`src/rtl/uart_rx_param.sv`:
```
// Parametrised UART receiver with start-glitch rejection, frame/parity error strobes and an LED mirror.
// Optional parity bit after the data bits is enabled by defining UART_RX_PARITY_EN.
module uart_rx_param #(
    parameter int unsigned CLK_FREQ   = 50_000_000,
    parameter int unsigned BAUD       = 9600,
    parameter int unsigned DATA_W     = 8,
    parameter int unsigned LED_W      = 2
`ifdef UART_RX_PARITY_EN
    ,
    parameter int unsigned PARITY_ODD = 0
`endif
) (
    input  logic              clk,
    input  logic              rst_n,
    input  logic              rx_uart,
    output logic [DATA_W-1:0] rx_data,
    output logic              rx_vld,
    output logic              frame_err,
    output logic              parity_err,
    output logic              busy,
    output logic [LED_W-1:0]  led
);

    localparam int unsigned BAUD_DIV = CLK_FREQ / BAUD;
    localparam int unsigned HALF     = BAUD_DIV / 2;
    localparam int unsigned CNT_W    = (BAUD_DIV > 1) ? $clog2(BAUD_DIV) : 1;
    localparam int unsigned BIT_W    = $clog2(DATA_W);

    localparam logic [CNT_W-1:0] CNT_MAX = CNT_W'(BAUD_DIV - 1);
    localparam logic [CNT_W-1:0] CNT_SMP = CNT_W'(HALF - 1);
    localparam logic [BIT_W-1:0] BIT_MAX = BIT_W'(DATA_W - 1);

`ifdef UART_RX_PARITY_EN
    typedef enum logic [2:0] {IDLE, START, DATA, PARITY, STOP} state_t;
`else
    typedef enum logic [1:0] {IDLE, START, DATA, STOP} state_t;
`endif

    state_t            state, state_nxt;
    logic              sync1, sync2, prev;
    logic [CNT_W-1:0]  cnt, cnt_nxt;
    logic [BIT_W-1:0]  bit_cnt, bit_cnt_nxt;
    logic [DATA_W-1:0] shift, shift_nxt;
    logic [DATA_W-1:0] rx_data_nxt;
    logic [LED_W-1:0]  led_nxt;
    logic              vld_nxt, ferr_nxt;
    logic              line_c, start_edge_c, smp_c, par_bad_c;

`ifdef UART_RX_PARITY_EN
    logic              par_bit, par_bit_nxt, perr_nxt;
`endif

    assign line_c       = sync2;
    assign start_edge_c = ~sync2 & prev;
    assign smp_c        = (cnt == CNT_SMP);

`ifdef UART_RX_PARITY_EN
    // Even parity: data ^ parity reduces to 0; odd parity: reduces to 1.
    assign par_bad_c = ((^shift) ^ par_bit) != 1'(PARITY_ODD);
`else
    assign par_bad_c = 1'b0;
`endif

    // Next-state, datapath and strobe decode.
    always_comb begin
        state_nxt   = state;
        cnt_nxt     = cnt;
        bit_cnt_nxt = bit_cnt;
        shift_nxt   = shift;
        rx_data_nxt = rx_data;
        led_nxt     = led;
        vld_nxt     = 1'b0;
        ferr_nxt    = 1'b0;
`ifdef UART_RX_PARITY_EN
        par_bit_nxt = par_bit;
        perr_nxt    = 1'b0;
`endif

        if (state != IDLE) begin
            cnt_nxt = (cnt == CNT_MAX) ? '0 : cnt + CNT_W'(1);
        end

        case (state)
            IDLE: begin
                if (start_edge_c) begin
                    state_nxt = START;
                    cnt_nxt   = '0;
                end
            end
            START: begin
                if (smp_c) begin
                    if (line_c) begin
                        state_nxt = IDLE;
                        cnt_nxt   = '0;
                    end else begin
                        state_nxt   = DATA;
                        bit_cnt_nxt = '0;
                    end
                end
            end
            DATA: begin
                if (smp_c) begin
                    shift_nxt[bit_cnt] = line_c;
                    if (bit_cnt == BIT_MAX) begin
                        bit_cnt_nxt = '0;
`ifdef UART_RX_PARITY_EN
                        state_nxt   = PARITY;
`else
                        state_nxt   = STOP;
`endif
                    end else begin
                        bit_cnt_nxt = bit_cnt + BIT_W'(1);
                    end
                end
            end
`ifdef UART_RX_PARITY_EN
            PARITY: begin
                if (smp_c) begin
                    par_bit_nxt = line_c;
                    state_nxt   = STOP;
                end
            end
`endif
            STOP: begin
                // Leave at mid-stop so a following start bit is never missed.
                if (smp_c) begin
                    state_nxt = IDLE;
                    cnt_nxt   = '0;
                    ferr_nxt  = ~line_c;
`ifdef UART_RX_PARITY_EN
                    perr_nxt  = par_bad_c;
`endif
                    if (line_c && !par_bad_c) begin
                        vld_nxt     = 1'b1;
                        rx_data_nxt = shift;
                        led_nxt     = shift[LED_W-1:0];
                    end
                end
            end
            default: begin
                state_nxt = IDLE;
                cnt_nxt   = '0;
            end
        endcase
    end

    // State, synchroniser and registered outputs.
    always_ff @(posedge clk or negedge rst_n) begin
        if (!rst_n) begin
            state     <= IDLE;
            sync1     <= 1'b1;
            sync2     <= 1'b1;
            prev      <= 1'b1;
            cnt       <= '0;
            bit_cnt   <= '0;
            shift     <= '0;
            rx_data   <= '0;
            led       <= '0;
            rx_vld    <= 1'b0;
            frame_err <= 1'b0;
            busy      <= 1'b0;
        end else begin
            state     <= state_nxt;
            sync1     <= rx_uart;
            sync2     <= sync1;
            prev      <= sync2;
            cnt       <= cnt_nxt;
            bit_cnt   <= bit_cnt_nxt;
            shift     <= shift_nxt;
            rx_data   <= rx_data_nxt;
            led       <= led_nxt;
            rx_vld    <= vld_nxt;
            frame_err <= ferr_nxt;
            busy      <= (state_nxt != IDLE);
        end
    end

`ifdef UART_RX_PARITY_EN
    always_ff @(posedge clk or negedge rst_n) begin
        if (!rst_n) begin
            par_bit    <= 1'b0;
            parity_err <= 1'b0;
        end else begin
            par_bit    <= par_bit_nxt;
            parity_err <= perr_nxt;
        end
    end
`else
    assign parity_err = 1'b0;
`endif

endmodule

```
`config.mk`:
```
export PLATFORM = sky130hd
export DESIGN_NAME = uart_rx_param
export DESIGN_NICKNAME = d
export VERILOG_FILES = /design/src/rtl/uart_rx_param.sv
export SDC_FILE = /design/constraint.sdc
export NUM_CORES = 1
export LEC_CHECK = 0
export CAP_MARGIN = 30
export CORE_MARGIN = 1.5
export CORE_UTILIZATION = 40
export DETAILED_ROUTE_END_ITERATION = 16
export MAX_ROUTING_LAYER = met4
export PLACE_DENSITY = 0.65
export SLEW_MARGIN = 20
export SYNTH_ARGS = -nofsm -noshare
export SYNTH_HDL_FRONTEND = slang
export SYNTH_SLANG_ARGS = --single-unit
export TNS_END_PERCENT = 20
```
`constraint.sdc`:
```
create_clock -name clk -period 2.38 [get_ports clk]
set_input_delay 0.238 -clock clk [delete_from_list [all_inputs] [get_ports clk]]
set_output_delay 0.238 -clock clk [all_outputs]
set_load 0.005 [all_outputs]
```
---- Yosys cells after proc, flatten, opt, wreduce, memory -nomap -nowiden ----
Cells that the tools add are included.
word-level totals
  input port bits ......................... 3
  register bits ........................... 42
operators by class
  bitwise logic cells ..................... 2
  $lt $le $gt $ge ......................... 2
  add/subtract/negate cells ............... 2
  equal/unequal tests ..................... 9
  reduce and logical (&&, ||, !) cells .... 8
  multiplexer cells ....................... 27
operators by type and width
  cell                     count
  $mux W13                 6
  $pmux W13 S3             1
  $add A13 B1 Y13 const B  1
  $eq A13 B12 Y1 const B   1
  $eq A13 B13 Y1 const B   1
  $mux W2                  6
  $mux W3                  4
  $bwmux W8                1
  $pmux W2 S4              1
  $mux W1                  6
  $ne A2 B2 Y1 const B     3
  $pmux W3 S2              1
  $reduce_bool A2 Y1       3
  $eq A2 B2 Y1 const B     2
  $lt A3 B4 Y1 const B     1
  $reduce_and A4 Y1        1
  $add A3 B1 Y3 const B    1
  $demux W1 S3             1
  $eq A3 B3 Y1 const B     1
  $ge A3 B1 Y1 const B     1
  $reduce_and A3 Y1        1
  $eq A2 B1 Y1 const B     1
  $logic_not A2 Y1         1
  $reduce_and A2 Y1        1
  3 further kinds          3

---- Logic depth before layout (Yosys ltp) ----
  depth after elaboration ................. 6
  depth in mapped cells ................... 6

---- Worst setup path before layout ----
Ideal clock, no wire load.
  path kind ............................... register -> register
  start point ............................. reg cnt[0]
  end point ............................... reg rx_data[0]
  arrival time ............................ 1.567 ns
  period minus slack after synthesis ...... 1.691 ns
  buffers on the path ..................... 0
  setup slack ............................. 0.689 ns
  cell stages (with the launch flop) ...... 6
  required time ........................... 2.255 ns
  path through ............................ dfrtp_1 -> ha_1 -> nor3b_4 -> nand4_2 -> nor2_4 -> mux2_2
between the ends
  word-level cells in the longest chain between the ends .. 2
RTL lines
  what                                line  RTL
  start: declaration                  41    logic [CNT_W-1:0] cnt, cnt_nxt;
  start signal: assignment            167   cnt <= cnt_nxt;
  $eq A13 B12 Y1                      55    assign smp_c = (cnt == CNT_SMP);
  $reduce_and A3 Y1 (no source line)  n/a
  end signal: assignment              170   rx_data <= rx_data_nxt;
  end: declaration                    16    output logic [DATA_W-1:0] rx_data,
No other way between the ends.
A chain may end at the register's enable or synchronous reset.

---- Worst setup path after layout ----
  start point ............................. reg cnt[0]
  end point ............................... reg rx_data[1]
The elaborated chain is that of the path after synthesis.

==> metrics.yaml <==
outcome:
  outcome: "complete, no violations"
setup_path:
  crit_type: "flop to flop"
  crit_arrival_ns: 2.07
  crit_fanout: 9
  reg2reg_slack_ns: 0.48
  start_kind: "flop"
  cp-end-kind: "flop"
  max_stage_delay_ns: 0.39
  required_ns: 2.55
  rr_worst_depth: 5
  worstPathCellList: "ha_1, nor3b_4, nand4_2, nor2_4, mux2_2"
  slowest_stage: "dfrtp_1"
  r2r_start: "cnt[0]"
  r2r_end: "rx_data[1]"
timing:
  hold_violations: 0
  final.min_clock_period_ns: 1.899
  relSlewSlack_pct: 43.53
  fin_setup_tns_ns: 0
  period_share_pct: 79.79
  clock_skew_ns: 0.009226
  maxSlewViolCount: 0
  worst_slew_pin_slew_ns: 0.8470
  setup_ws_ns: 0.4810
  setup_viol: 0
  fmax_mhz: 526.6
  rsz0062_at_grt: "no"
routing:
  drcViolationCount: 0
  detail-route-antenna-nets: 0
  vias: 1334
  viasPerCell: 5.467
  finalWirelength_mm: 3.505
  post_drt_wl_per_cell_microns: 14.36
  drtIter0Drc: 85
  first_pass_iters: 4
grt:
  antenna_found_initial: 0
  grt_pass1_wl_mm: 6.168
  grt.total_usage_pct: 15.84
  gr-total-overflow: 0
  grt_max_degree: 41
  grt_pass1_vias: 1305
clocking:
  cts.sinks: 40
  h-tree-depth: 2
  cts_tree: "yes"
  clk_latency_ns: 0.29
  clockBufferDepth: 2
  cts.repair.resized: 0
  cts_setup_buffers: 0
  clock-root-buffer: "clkbuf_8"
  path_clk_slew_ns: 0.08
  cts_buffers: 5
  hold_buffers: 0
power_and_ir_drop:
  power_density_nw_per_um2: 709.9
  p_leak_nw: 0.9592
  irDropWorstVdd_uv: 346.6
floorplanning:
  die_w_microns: 72.54
  row_count: 25
  core_sq_um: 4692
  start_util_pct: 41.23
  die_area_sq_um: 5262
  ios: 17
  die_height_microns: 72.54
cells_and_area:
  final_nets: 195
  antenna_cells: 0
  syn2layout_area_growth_pct: 14.62
  final_layout_size_suffix_gt1_share_pct: 20.53
  final_util_pct: 47.25
synth:
  synth_area_sq_um: 1934
  synth_nets: 180
  synth_cells: 174
  ys_seq_area_share_pct: 51.94
  async_flop_share_pct: 100.0
  avgSynthCellArea_sq_um: 11.12
  synth_edf_count: 0
  ys_seq_elements: 40
  synth_cell_types: 40
  yosysWarnings: 0
  dominantRegCellSynth: "dfrtp_1"
placed_design:
  pre_cts_ws_ns: 0.4782
  hpwl_mm: 2.411
  gp_congestion: 0.8291
  portBuffers: 15
run:
  maxCapViolations: 0
hold_path:
  hold_path_class: "primary input to async pin"
==> cells by family (layout without fill, tap and decap cells) <==
logic type	Yosys count	count (layout)	share of synthesized area (%)
simple gates	72	72	21.80
flops	40	40	51.94
compound gates	19	19	6.469
mux	17	17	9.896
buf+inv	13	29	3.686
xor+xnor	9	9	4.075
fa+ha+maj	3	3	1.941
other cells	1	1	0.1939
==> cell usage after synthesis (4+ instances only) <==
cell | n | area, sq um
xnor2_1 | 9 | 78.83
o21ai_0 | 5 | 25.02
a21oi_1 | 4 | 20.02
dfrtp_1 | 37 | 925.9
mux2_2 | 15 | 168.9
inv_1 | 4 | 15.01
nor3_1 | 9 | 45.04
clkbuf_1 | 4 | 15.01
nor2_1 | 16 | 60.06
nand3_1 | 11 | 55.05
nand2_1 | 11 | 41.29
nand4_1 | 4 | 25.02
buf_4 | 4 | 30.03
==> layout make-up <==
class	count	area, sq um
Multi-Input combinational cell	121	858.3
Tap cell	54	67.56
Sequential cell	40	1005
Fill cell	427	2475
Clock inverter	3	42.54
Inverter	4	15.01
Clock buffer	5	68.82
Timing Repair Buffer	17	160.2
==> layer usage <==
metal | GRT usage, % | routed length (microns) | vias up
met5 | - | 0 | -
met4 | 6.289 | 30 | 0
met3 | 5.278 | 129 | 2
met2 | 22.73 | 1638 | 34
met1 | 20.66 | 1706 | 649
li1 | - | - | 649
==> worst max-delay path: cells and delay by family (launching register included) <==
family        cells  cell delay (ns)
fa+ha+maj         1             0.20
flops             1             0.39
mux               1             0.37
simple gates      3             0.81
==> state kept, by name (all words and copies together), names as in the netlist <==
signal	flops
sync1	1
rx_data	8
shift	8
cnt	13
state	2
prev	1
line_c	1
frame_err	1
bit_cnt	3
rx_vld	1
busy	1
==> stage by stage <==
stage          total power, mW  instance area [sq um]  std cells  hold slack (ns)
6_report                 1.574                   2217        244          0.04668
3_3_place_gp             1.019                   2106        236           0.3461
5_1_grt                  1.665                   2217        244           0.1036
4_1_cts                  1.589                   2217        244          0.07281
3_5_place_dp             1.036                   2106        236           0.3510
2_1_floorplan           0.9697                   1934        174         -0.05759
==> where the power goes <==
part / total (mW) / switching (mW) / leakage [nW] / internal (mW)
clock: 0.547 / 0.237 / 0.0541 / 0.310
sequential: 0.806 / 0.0713 / 0.532 / 0.734
combinational: 0.221 / 0.125 / 0.373 / 0.0966
==> cell usage in the layout (no fill, tap or decap), types with 2 or more instances in the layout <==
| cell | instances |
|---|---|
| o2111ai_1 | 2 |
| nor2_1 | 16 |
| clkdlybuf4s50_1 | 14 |
| xnor2_1 | 9 |
| nand2_1 | 11 |
| inv_1 | 4 |
| o21ai_0 | 5 |
| clkbuf_8 | 5 |
| nor3b_1 | 3 |
| a21oi_1 | 4 |
| and4bb_2 | 2 |
| ha_1 | 3 |
| mux2_2 | 15 |
| dfrtp_1 | 37 |
| nand2b_1 | 2 |
| nor4_1 | 3 |
| mux2_1 | 2 |
| buf_4 | 2 |
| dfstp_2 | 3 |
| nand4_2 | 2 |
| nor2b_1 | 2 |
| nand3_1 | 11 |
| nand4_1 | 4 |
| nor3_1 | 9 |
==> worst max-delay path by stage <==
stage,start,endpoint,slack (ns),depth (start not counted)
6_report,cnt[0],rx_data[1],0.48,5
5_1_grt,cnt[0],rx_data[1],0.34,5
4_1_cts,cnt[0],rx_data[1],0.46,5
3_5_place_dp,cnt[0],rx_data[1],0.48,5
3_3_place_gp,cnt[0],rx_data[5],0.56,5
2_1_floorplan,cnt[0],rx_data[0],0.69,5
(Power assumes the default switching activity.)
